File: src/rtl/mm_control.sv
// mm_control: 4x4 matmul sequencer driving X/A read addresses, MAC control and P writes; MM_CTRL_DONE_EN adds a done output
module mm_control (
  input  logic       clk,
  input  logic       rst,
  input  logic       Start,
  output logic       result_en,
  output logic       control,
  output logic [3:0] addr_x,
  output logic [3:0] addr_A,
  output logic [3:0] addr_P
`ifdef MM_CTRL_DONE_EN
  ,
  output logic       done
`endif
);
  typedef enum logic [1:0] {IDLE, RUN, DONE} state_t;
  state_t     r_state;
  logic [5:0] r_t;
  logic       r_result_en, r_control;
  logic [3:0] r_addr_x, r_addr_A, r_addr_P;
  logic [5:0] w_tn;
  assign w_tn      = r_t + 6'd1;
  assign result_en = r_result_en;
  assign control   = r_control;
  assign addr_x    = r_addr_x;
  assign addr_A    = r_addr_A;
  assign addr_P    = r_addr_P;
  always_ff @(posedge clk) begin
    if (rst) begin
      r_state     <= IDLE;
      r_t         <= '0;
      r_result_en <= 1'b0;
      r_control   <= 1'b0;
      r_addr_x    <= '0;
      r_addr_A    <= '0;
      r_addr_P    <= '0;
    end else begin
      r_result_en <= 1'b0;
      case (r_state)
        IDLE: r_state <= Start ? RUN : IDLE;
        RUN: begin
          r_t         <= w_tn;
          r_result_en <= &r_t[1:0];
          if (&r_t[1:0]) r_addr_P <= r_t[5:2];
          r_state     <= &r_t ? DONE : RUN;
          r_addr_x    <= &r_t ? 4'd0 : {w_tn[5:4], w_tn[1:0]};
          r_addr_A    <= &r_t ? 4'd0 : {w_tn[1:0], w_tn[3:2]};
          r_control   <= &r_t ? 1'b0 : |w_tn[1:0];
        end
        DONE: r_state <= Start ? DONE : IDLE;
        default: r_state <= IDLE;
      endcase
    end
  end
`ifdef MM_CTRL_DONE_EN
  logic r_done;
  assign done = r_done;
  always_ff @(posedge clk) begin
    if (rst) r_done <= 1'b0;
    else r_done <= (r_state == DONE) && Start;
  end
`endif
endmodule

File: config.mk
export PLATFORM = sky130hd
export DESIGN_NAME = mm_control
export DESIGN_NICKNAME = d
export VERILOG_FILES = /design/src/rtl/mm_control.sv
export SDC_FILE = /design/constraint.sdc
export NUM_CORES = 1
export LEC_CHECK = 0
export BUFFER_PORTS_ARGS = -buffer_cell sky130_fd_sc_hd__buf_2
export CAP_MARGIN = 25
export CORE_ASPECT_RATIO = 1.25
export CORE_MARGIN = 1
export CORE_UTILIZATION = 29
export CTS_BUF_LIST = sky130_fd_sc_hd__clkbuf_4 sky130_fd_sc_hd__clkbuf_8 sky130_fd_sc_hd__clkbuf_16
export DETAILED_ROUTE_END_ITERATION = 8
export PLACE_DENSITY = 0.5
export SYNTH_ARGS = -nofsm -noshare
export SYNTH_HDL_FRONTEND = slang
export SYNTH_SLANG_ARGS = --single-unit
File: constraint.sdc
create_clock -name clk -period 3.7 [get_ports clk]
set_input_delay 0.74 -clock clk [delete_from_list [all_inputs] [get_ports clk]]
set_output_delay 0.74 -clock clk [all_outputs]
set_load 0.01 [all_outputs]
### Word-level counts from Yosys, hierarchy flattened

Index checks and enable logic that the tools add are counted.

| cells by class | value |
|---|---|
| add/subtract/negate cells | 1 |
| equal/unequal tests | 2 |
| multiplexer cells | 7 |
| bitwise operators | 1 |
| reductions and logical operators | 6 |

Operator list:

| cell | count |
|---|---|
| two-way mux 4 bit | 2 |
| adder 6 x 1 -> 6 bit (second input constant) | 1 |
| one-hot mux 2 bit (3 select lines) | 1 |
| AND reduction 6 bit | 1 |
| two-way mux 2 bit | 2 |
| OR reduction 2 bit | 2 |
| AND reduction 3 bit | 1 |
| equality test 2 x 1 -> 1 bit (second input constant) | 1 |
| equality test 2 bit (second input constant) | 1 |
| logical NOT 2 bit | 1 |
| two-way mux 1 bit | 2 |
| AND reduction 2 bit | 1 |
| NOT 1 bit | 1 |

| storage, ports and cells | value |
|---|---|
| register bits after elaboration | 22 |
| bits of input ports | 3 |
| output and inout bits | 14 |
| word-level logic and storage cells | 24 |

### Logic depth before layout (Yosys ltp)

Gate-level depths: netlist (run 1).

| depth | value |
|---|---|
| depth after elaboration | 3 |
| depth in mapped cells | 5 |
| depth with buffers taken out | 5 |

### Worst setup path after synthesis (run 1)

No wires, ideal clock.

| path | value |
|---|---|
| path type | input to register |
| start point | input rst |
| end point | register r_addr_P[0], in the netlist addr_P[0] |
| library setup time | 0.128 ns |
| arrival | 1.345 ns |
| required time | 3.572 ns |
| setup slack | 2.228 ns |
| stages on the path | 3 |
| path buffers | 2 |
| cell sequence | clkbuf_1 -> clkbuf_1 -> nor2_1 |

RTL lines:

| item | RTL line | source |
|---|---|---|
| start: declaration | 4 | `input logic rst,` |
| end signal: assignment | 44 | `if (&r_t[1:0]) r_addr_P <= r_t[5:2];` |
| end: declaration | 20 | `logic [3:0] r_addr_x, r_addr_A, r_addr_P;` |

No word-level cell between the ends.

### Worst setup path in the final report (run 1)

| path | value |
|---|---|
| start point | register r_t[0] |
| end point | register r_addr_A[1], in the netlist addr_A[1] |

| between the ends | value |
|---|---|
| longest elaborated chain between the ends | 2 |
| elaborated cells between the ends (all ways) | 3 |
| those cells by class | add/sub: 1; mux: 1; reduce/logical: 1 |

Ends and longest elaborated chain:

| item | RTL line | source |
|---|---|---|
| start: declaration | 18 | `logic [5:0] r_t;` |
| start signal: assignment | 42 | `r_t <= w_tn;` |
| adder 6 x 1 -> 6 bit / AND reduction 6 bit (equally long branches) | 22, 47 |  |
| two-way mux 4 bit (*) | 47 | `r_addr_A <= &r_t ? 4'd0 : {w_tn[1:0], w_tn[3:2]};` |
| end signal: assignment | 47 |  |
| end: declaration | 20 |  |

Mark *: on every way between the ends. The rest lies on a longest branch, timed or not.
A chain may end at the register's enable or synchronous reset.

==> flow_metrics.tcl, run 1 <==
set metrics [dict create \
    cts_buffers 3 \
    grt_pass1_vias 594 \
    start_kind "flip-flop" \
    drc_errors 0 \
    drtAntennaViolNets 0 \
    synth_edf_count 0 \
    fin_crit_ns 1.56 \
    synth_area_sq_um 841 \
    finClkSkew_ns 0.00540 \
    wl_per_cell_microns 10.8 \
    fmax_ghz 0.642 \
    fp.coreArea_sq_mm 0.00271 \
    crit_type "reg -> reg" \
    num_io_pins 17 \
    numClockSinks 20 \
    final.setup.tns_ns 0 \
    ff2ff_path_depth 5 \
    cp_top_family "simple AND/OR/NAND/NOR gates" \
    path_cells "ha_1 -> and3_4 -> and3_4 -> or3_1 -> a21oi_1" \
    drive_above_1_share 0.218 \
    port_buffers 16 \
    ys_ff_latch 20 \
    pwr-share-clk 0.288 \
    grt_max_degree 22 \
    grt_usage 0.112 \
    vias 622 \
    finalSetupViolCount 0 \
    maxCapViolations 0 \
    p_switching_mw 0.0902 \
    drt_first_pass_iters 3 \
    p_int_mw 0.272 \
    endpoint "addr_A[1]$_SDFFE_PP0N_" \
    crit_start "r_t[0]$_SDFFE_PP0N_" \
    placed_cells 132 \
    drt_wl_total_mm 1.46 \
    critPathMaxStageDelay_ns 0.38 \
    finalHoldViolations 0 \
    area_delta_synth_final_pct 12.2 \
    postPlaceCellArea_sq_um 921 \
    clkTransAtPathRegs_ns 0.11 \
    r2r_end "addr_A[1]$_SDFFE_PP0N_" \
    die_h_microns 62.2 \
    synth_fp_nets 94 \
    timing.rr.start "r_t[0]$_SDFFE_PP0N_" \
    gr-total-overflow 0 \
    required_ns 3.95 \
    synth-seq-area-share 0.476 \
    post_drt_via_cell_ratio 4.61 \
    clock_tree.root_cell "clkbuf_4" \
    crit_slowest_cell "dfxtp_1" \
    arrival_ns 1.81 \
    die_area_sq_mm 0.00312 \
    place.gp.congestion 0.687 \
    async_flop_share 0 \
    yosys-top-cells-area "dfxtp_1 (48%), nor2_1 (5.4%), xor2_1 (5.2%), a21oi_1 (3.6%), mux2i_1 (3.6%)" \
    yosysMostFrequentCell "dfxtp_1" \
    final.period_utilization 0.421 \
    design_area_sq_um 943 \
    hold_buffers 0 \
    yosys.area.top_type "dfxtp_1" \
    netlist.area_leader.share 0.476 \
    drt_iter0_drc 6 \
    cp-end-kind "flip-flop" \
    cp_num_buf_inv 0 \
    final_nets 108 \
    slew_headroom 0.733 \
    fp-row-count 21 \
    p_leak_nw 0.404 \
    synth_common_cells "dfxtp_1 (20), nor2_1 (12), nand2_1 (8), a21oi_1 (6), xor2_1 (5)" \
    clock_latency_ns 0.31 \
    path_depth 5 \
    final_cells 135 \
    vdd_drop_max_mv 0.171 \
    start_util 0.311 \
    synth_cells 89 \
    cts_tree "yes" \
    clockBufferDepth 2 \
    antenna_found_initial 0 \
    swShare 0.249 \
    rsz0062_at_grt "false" \
    dp_hpwl_mm 1.01 \
    synth_warnings 0 \
    pwr-share-comb 0.082 \
    post-cts-setup-buffers 0 \
    avgSynthCellArea_sq_um 9.45 \
    worst_path_most_repeated_cell "and3_4" \
    power_density_mw_per_mm2 384 \
    status "finished clean" \
    worst_pin_slew_ns 0.401 \
    postCtsResizedCells 0 \
    grt_first_pass_wirelength_mm 2.65 \
    rrSetupSlack_ns 2.14 \
    cp_max_fo 6 \
    insertedDiodeCount 0 \
    slew_violations 0 \
    hold_slack_ns 0.466 \
    die-width_microns 50.2 \
    h-tree-depth 1 \
    synth_ff_type "dfxtp_1" \
    hp-class "reg -> reg" \
    yosysUniqueCellTypes 25 \
    p_seq_frac 0.630 \
]
placed cells by master, fill, tap and decap left out, drive strengths merged:
cell / Yosys / final
nand3: 3 / 3
xor2: 5 / 5
o41ai: 1 / 1
dfxtp: 20 / 20
o21ai: 2 / 2
nand2b: 1 / 1
nor2: 12 / 12
or3: 3 / 3
and3: 3 / 3
a21oi: 6 / 6
a211oi: 3 / 3
a2111oi: 1 / 1
clkbuf: 3 / 3
nor2b: 1 / 1
nand4: 1 / 1
xnor2: 3 / 3
nand2: 8 / 8
buf: 4 / 16
and2b: 1 / 1
ha: 2 / 2
mux2i: 3 / 3
nand3b: 3 / 3
final cells by class:
| type | instances | area [sq um] |
|---|---|---|
| Timing Repair Buffer | 16 | 80.1 |
| Clock buffer | 3 | 22.5 |
| Sequential cell | 20 | 400 |
| Tap cell | 34 | 42.5 |
| Multi-Input combinational cell | 62 | 398 |
| Fill cell | 293 | 1760 |
logic make-up (layout without fill, tap and decap cells):
| group | Yosys count | after routing | share of synthesized area |
|---|---|---|---|
| simple gates | 36 | 36 | 0.222 |
| flops | 20 | 20 | 0.476 |
| compound gates | 13 | 13 | 0.103 |
| xor+xnor | 8 | 8 | 0.0833 |
| buf+inv | 7 | 19 | 0.0506 |
| mux | 3 | 3 | 0.0357 |
| fa+ha+maj | 2 | 2 | 0.0298 |
state kept, by name, indices dropped and copies added, names as in the netlist:
| signal | count |
|---|---|
| r_state | 2 |
| addr_A | 2 |
| addr_x | 4 |
| r_t | 6 |
| result_en | 1 |
| addr_P | 4 |
| control | 1 |
per-layer routing:
metal  global-route usage  vias up  part of all wire
met5                    0        -                 0
met4               0.0857        0             0.033
met2                0.167       12              0.45
li1                     -      323                 -
met3               0.0221        5             0.031
met1                0.139      282              0.49
worst min-delay path by stage:
stage / endpoint / cells after the start / startpoint / slack [ns]
floorplan: r_state[0]$_SDFF_PP0_ / 1 / r_state[1]$_SDFF_PP0_ / 0.44
finish: addr_P[3]$_SDFFE_PP0P_ / 2 / addr_P[3]$_SDFFE_PP0P_ / 0.47
global route: addr_A[1]$_SDFFE_PP0N_ / 2 / addr_A[1]$_SDFFE_PP0N_ / 0.48
global placement: addr_A[1]$_SDFFE_PP0N_ / 2 / addr_A[1]$_SDFFE_PP0N_ / 0.44
CTS: addr_A[1]$_SDFFE_PP0N_ / 2 / addr_A[1]$_SDFFE_PP0N_ / 0.46
detailed placement: addr_A[1]$_SDFFE_PP0N_ / 2 / addr_A[1]$_SDFFE_PP0N_ / 0.45
tightest hold or removal path: stages (launching register included):
cell     delay [ns]
dfxtp_1        0.32
nand2_1        0.05
a21oi_1        0.05
power groups by stage:
stage	logic [mW]	registers, mW	clock network, mW
after floorplan	0.0218	0.234	0
after global placement	0.0303	0.233	0
after detailed placement	0.0301	0.234	0
after CTS	0.0302	0.229	0.107
after global routing	0.0338	0.230	0.118
final	0.0297	0.228	0.105
metrics by stage:
step	setup WS (ns)	power, mW	util
2_1_floorplan	2.23	0.256	-
3_5_place_dp	2.15	0.264	0.340
6_report	2.14	0.363	0.349
5_1_grt	2.04	0.382	0.349
4_1_cts	2.14	0.366	0.349
3_3_place_gp	2.19	0.263	0.340
Note: power is estimated with default switching activity, not from simulation.
==> inputs of run 2 (changes only) <==
Clock period 3.7 ns to 1.63 ns, I/O delays scaled along.
==> run 2 against run 1 <==
Via count rose by 4.0%. Global-route usage rose by 0.65 points. Design area rose by 3.1%. Worst setup slack got worse by 2.0 ns. Non-clock buffer count rose by 2. Sequential cell count did not move. Core utilization rose by 1.1 points. Cell count rose by 2.2%. Critical path type unchanged.
==> flow_metrics.tcl, run 2 (synthesis results as in run 1) <==
set metrics [dict create \
    status "finished clean" \
    fmax_ghz 0.661 \
    final.period_utilization 0.929 \
    hp-class "in -> reg" \
    crit_type "reg -> reg" \
    clkTransAtPathRegs_ns 0.11 \
    clock_tree.root_cell "clkbuf_4" \
    post-cts-setup-buffers 0 \
    fp.coreArea_sq_mm 0.00271 \
    hold_slack_ns 0.289 \
    rsz0062_at_grt "false" \
    pwr-share-comb 0.090 \
    arrival_ns 1.76 \
    power_density_mw_per_mm2 910 \
    h-tree-depth 1 \
    grt.busiest_layer "met2" \
    finalSetupViolCount 0 \
    numClockSinks 20 \
    die-width_microns 50.2 \
    slew_headroom 0.745 \
    post_drt_via_cell_ratio 4.69 \
    cts_tree "yes" \
    mostFrequentLayoutCell "dfxtp_1" \
    maxCapViolations 0 \
    cts_buffers 3 \
    vias 647 \
    grt_max_degree 22 \
    swShare 0.238 \
    cp_max_fo 6 \
    drc_errors 0 \
    port_buffers 16 \
    wl_per_cell_microns 11.5 \
    grt_use_met3 0.0221 \
    final_nets 110 \
    grt_usage 0.119 \
    grtUsageMet1 0.154 \
    drt_iter0_drc 12 \
    most-common-layout-cells "dfxtp_1 (20), buf_2 (16), nor2_1 (12), nand2_1 (8), a21oi_1 (6)" \
    p_int_mw 0.674 \
    grt_pass1_vias 614 \
    pwr-share-clk 0.328 \
    slew_violations 0 \
    antenna_found_initial 0 \
    worst_pin_slew_ns 0.382 \
    p_leak_nw 0.421 \
    area_delta_synth_final_pct 15.6 \
    dp_hpwl_mm 1.10 \
    drt_first_pass_iters 6 \
    drt_wl_total_mm 1.59 \
    totalPowerFinal_mw 0.885 \
    drive_above_1_share 0.240 \
    fp-row-count 21 \
    gr-total-overflow 0 \
    clock_latency_ns 0.30 \
    fin_crit_ns 1.51 \
    die_h_microns 62.2 \
    hold_buffers 0 \
    insertedDiodeCount 0 \
    required_ns 1.87 \
    p_switching_mw 0.211 \
    finClkSkew_ns 0.00254 \
    grt_first_pass_wirelength_mm 2.84 \
    start_kind "flip-flop" \
    clockBufferDepth 2 \
    drtAntennaViolNets 0 \
    final.setup.tns_ns 0 \
    place.gp.congestion 0.699 \
    postCtsResizedCells 0 \
    p_seq_frac 0.583 \
    vdd_drop_max_mv 0.345 \
    largest-register "r_t" \
    cp-end-kind "flip-flop" \
    num_io_pins 17 \
    finalHoldViolations 0 \
    die_area_sq_mm 0.00312 \
    grt_use_met2 0.177 \
    start_util 0.311 \
    largest_reg_flops 6 \
]
==> run 2: cell count changes in the layout (fill, tap and decap cells not counted), sizes merged <==
cell,before,now
clkbuf,3,4
buf,16,18
==> run 2: metal layers <==
| layer | vias up | wire (microns) |
|---|---|---|
| li1 | 331 | - |
| met1 | 297 | 760 |
| met2 | 15 | 730 |
| met3 | 4 | 57 |
| met4 | 0 | 38 |
| met5 | - | 0 |
==> run 2: power by group through the flow <==
| stage | clock network [mW] | registers, mW | logic [mW] |
|---|---|---|---|
| 2_1_floorplan | 0 | 0.532 | 0.0494 |
| 3_5_place_dp | 0 | 0.527 | 0.0797 |
| 6_report | 0.290 | 0.515 | 0.0794 |
| 3_3_place_gp | 0 | 0.526 | 0.0799 |
| 5_1_grt | 0.321 | 0.519 | 0.0903 |
| 4_1_cts | 0.305 | 0.516 | 0.0801 |
==> run 2: final cells by class <==
class / count / area, sq um
clock buffer: 4 / 36.3
tap: 34 / 42.5
multi-input combinational: 62 / 398
fill: 285 / 1730
sequential: 20 / 400
timing repair buffer: 18 / 95.1
==> run 2: through the flow <==
stage	std cells	area [sq um]	util	worst slack [ns]
2_1_floorplan	89	841	-	0.180
3_3_place_gp	134	936	0.346	0.183
3_5_place_dp	134	936	0.346	0.139
4_1_cts	138	972	0.359	0.115
5_1_grt	138	972	0.359	0.0221
6_report	138	972	0.359	0.116
==> run 2: worst paths after layout <==
| path | start | to | slack, ns | cells after the start |
|---|---|---|---|---|
| min | Start | r_state[1]$_SDFF_PP0_ | 0.29 | 3 |
| max reg2reg | r_t[1]$_SDFFE_PP0N_ | addr_x[0]$_SDFFE_PP0N_ | 0.12 | 5 |
| min reg2reg | addr_P[3]$_SDFFE_PP0P_ | addr_P[3]$_SDFFE_PP0P_ | 0.46 | 2 |
| max | r_t[1]$_SDFFE_PP0N_ | addr_x[0]$_SDFFE_PP0N_ | 0.12 | 5 |
==> run 2: worst max-delay path, cell delays in order, from the launching register on <==
cell	delay (ns)
dfxtp_1	0.36
ha_1	0.25
and3_4	0.21
and3_4	0.20
or3_1	0.31
a21oi_1	0.13
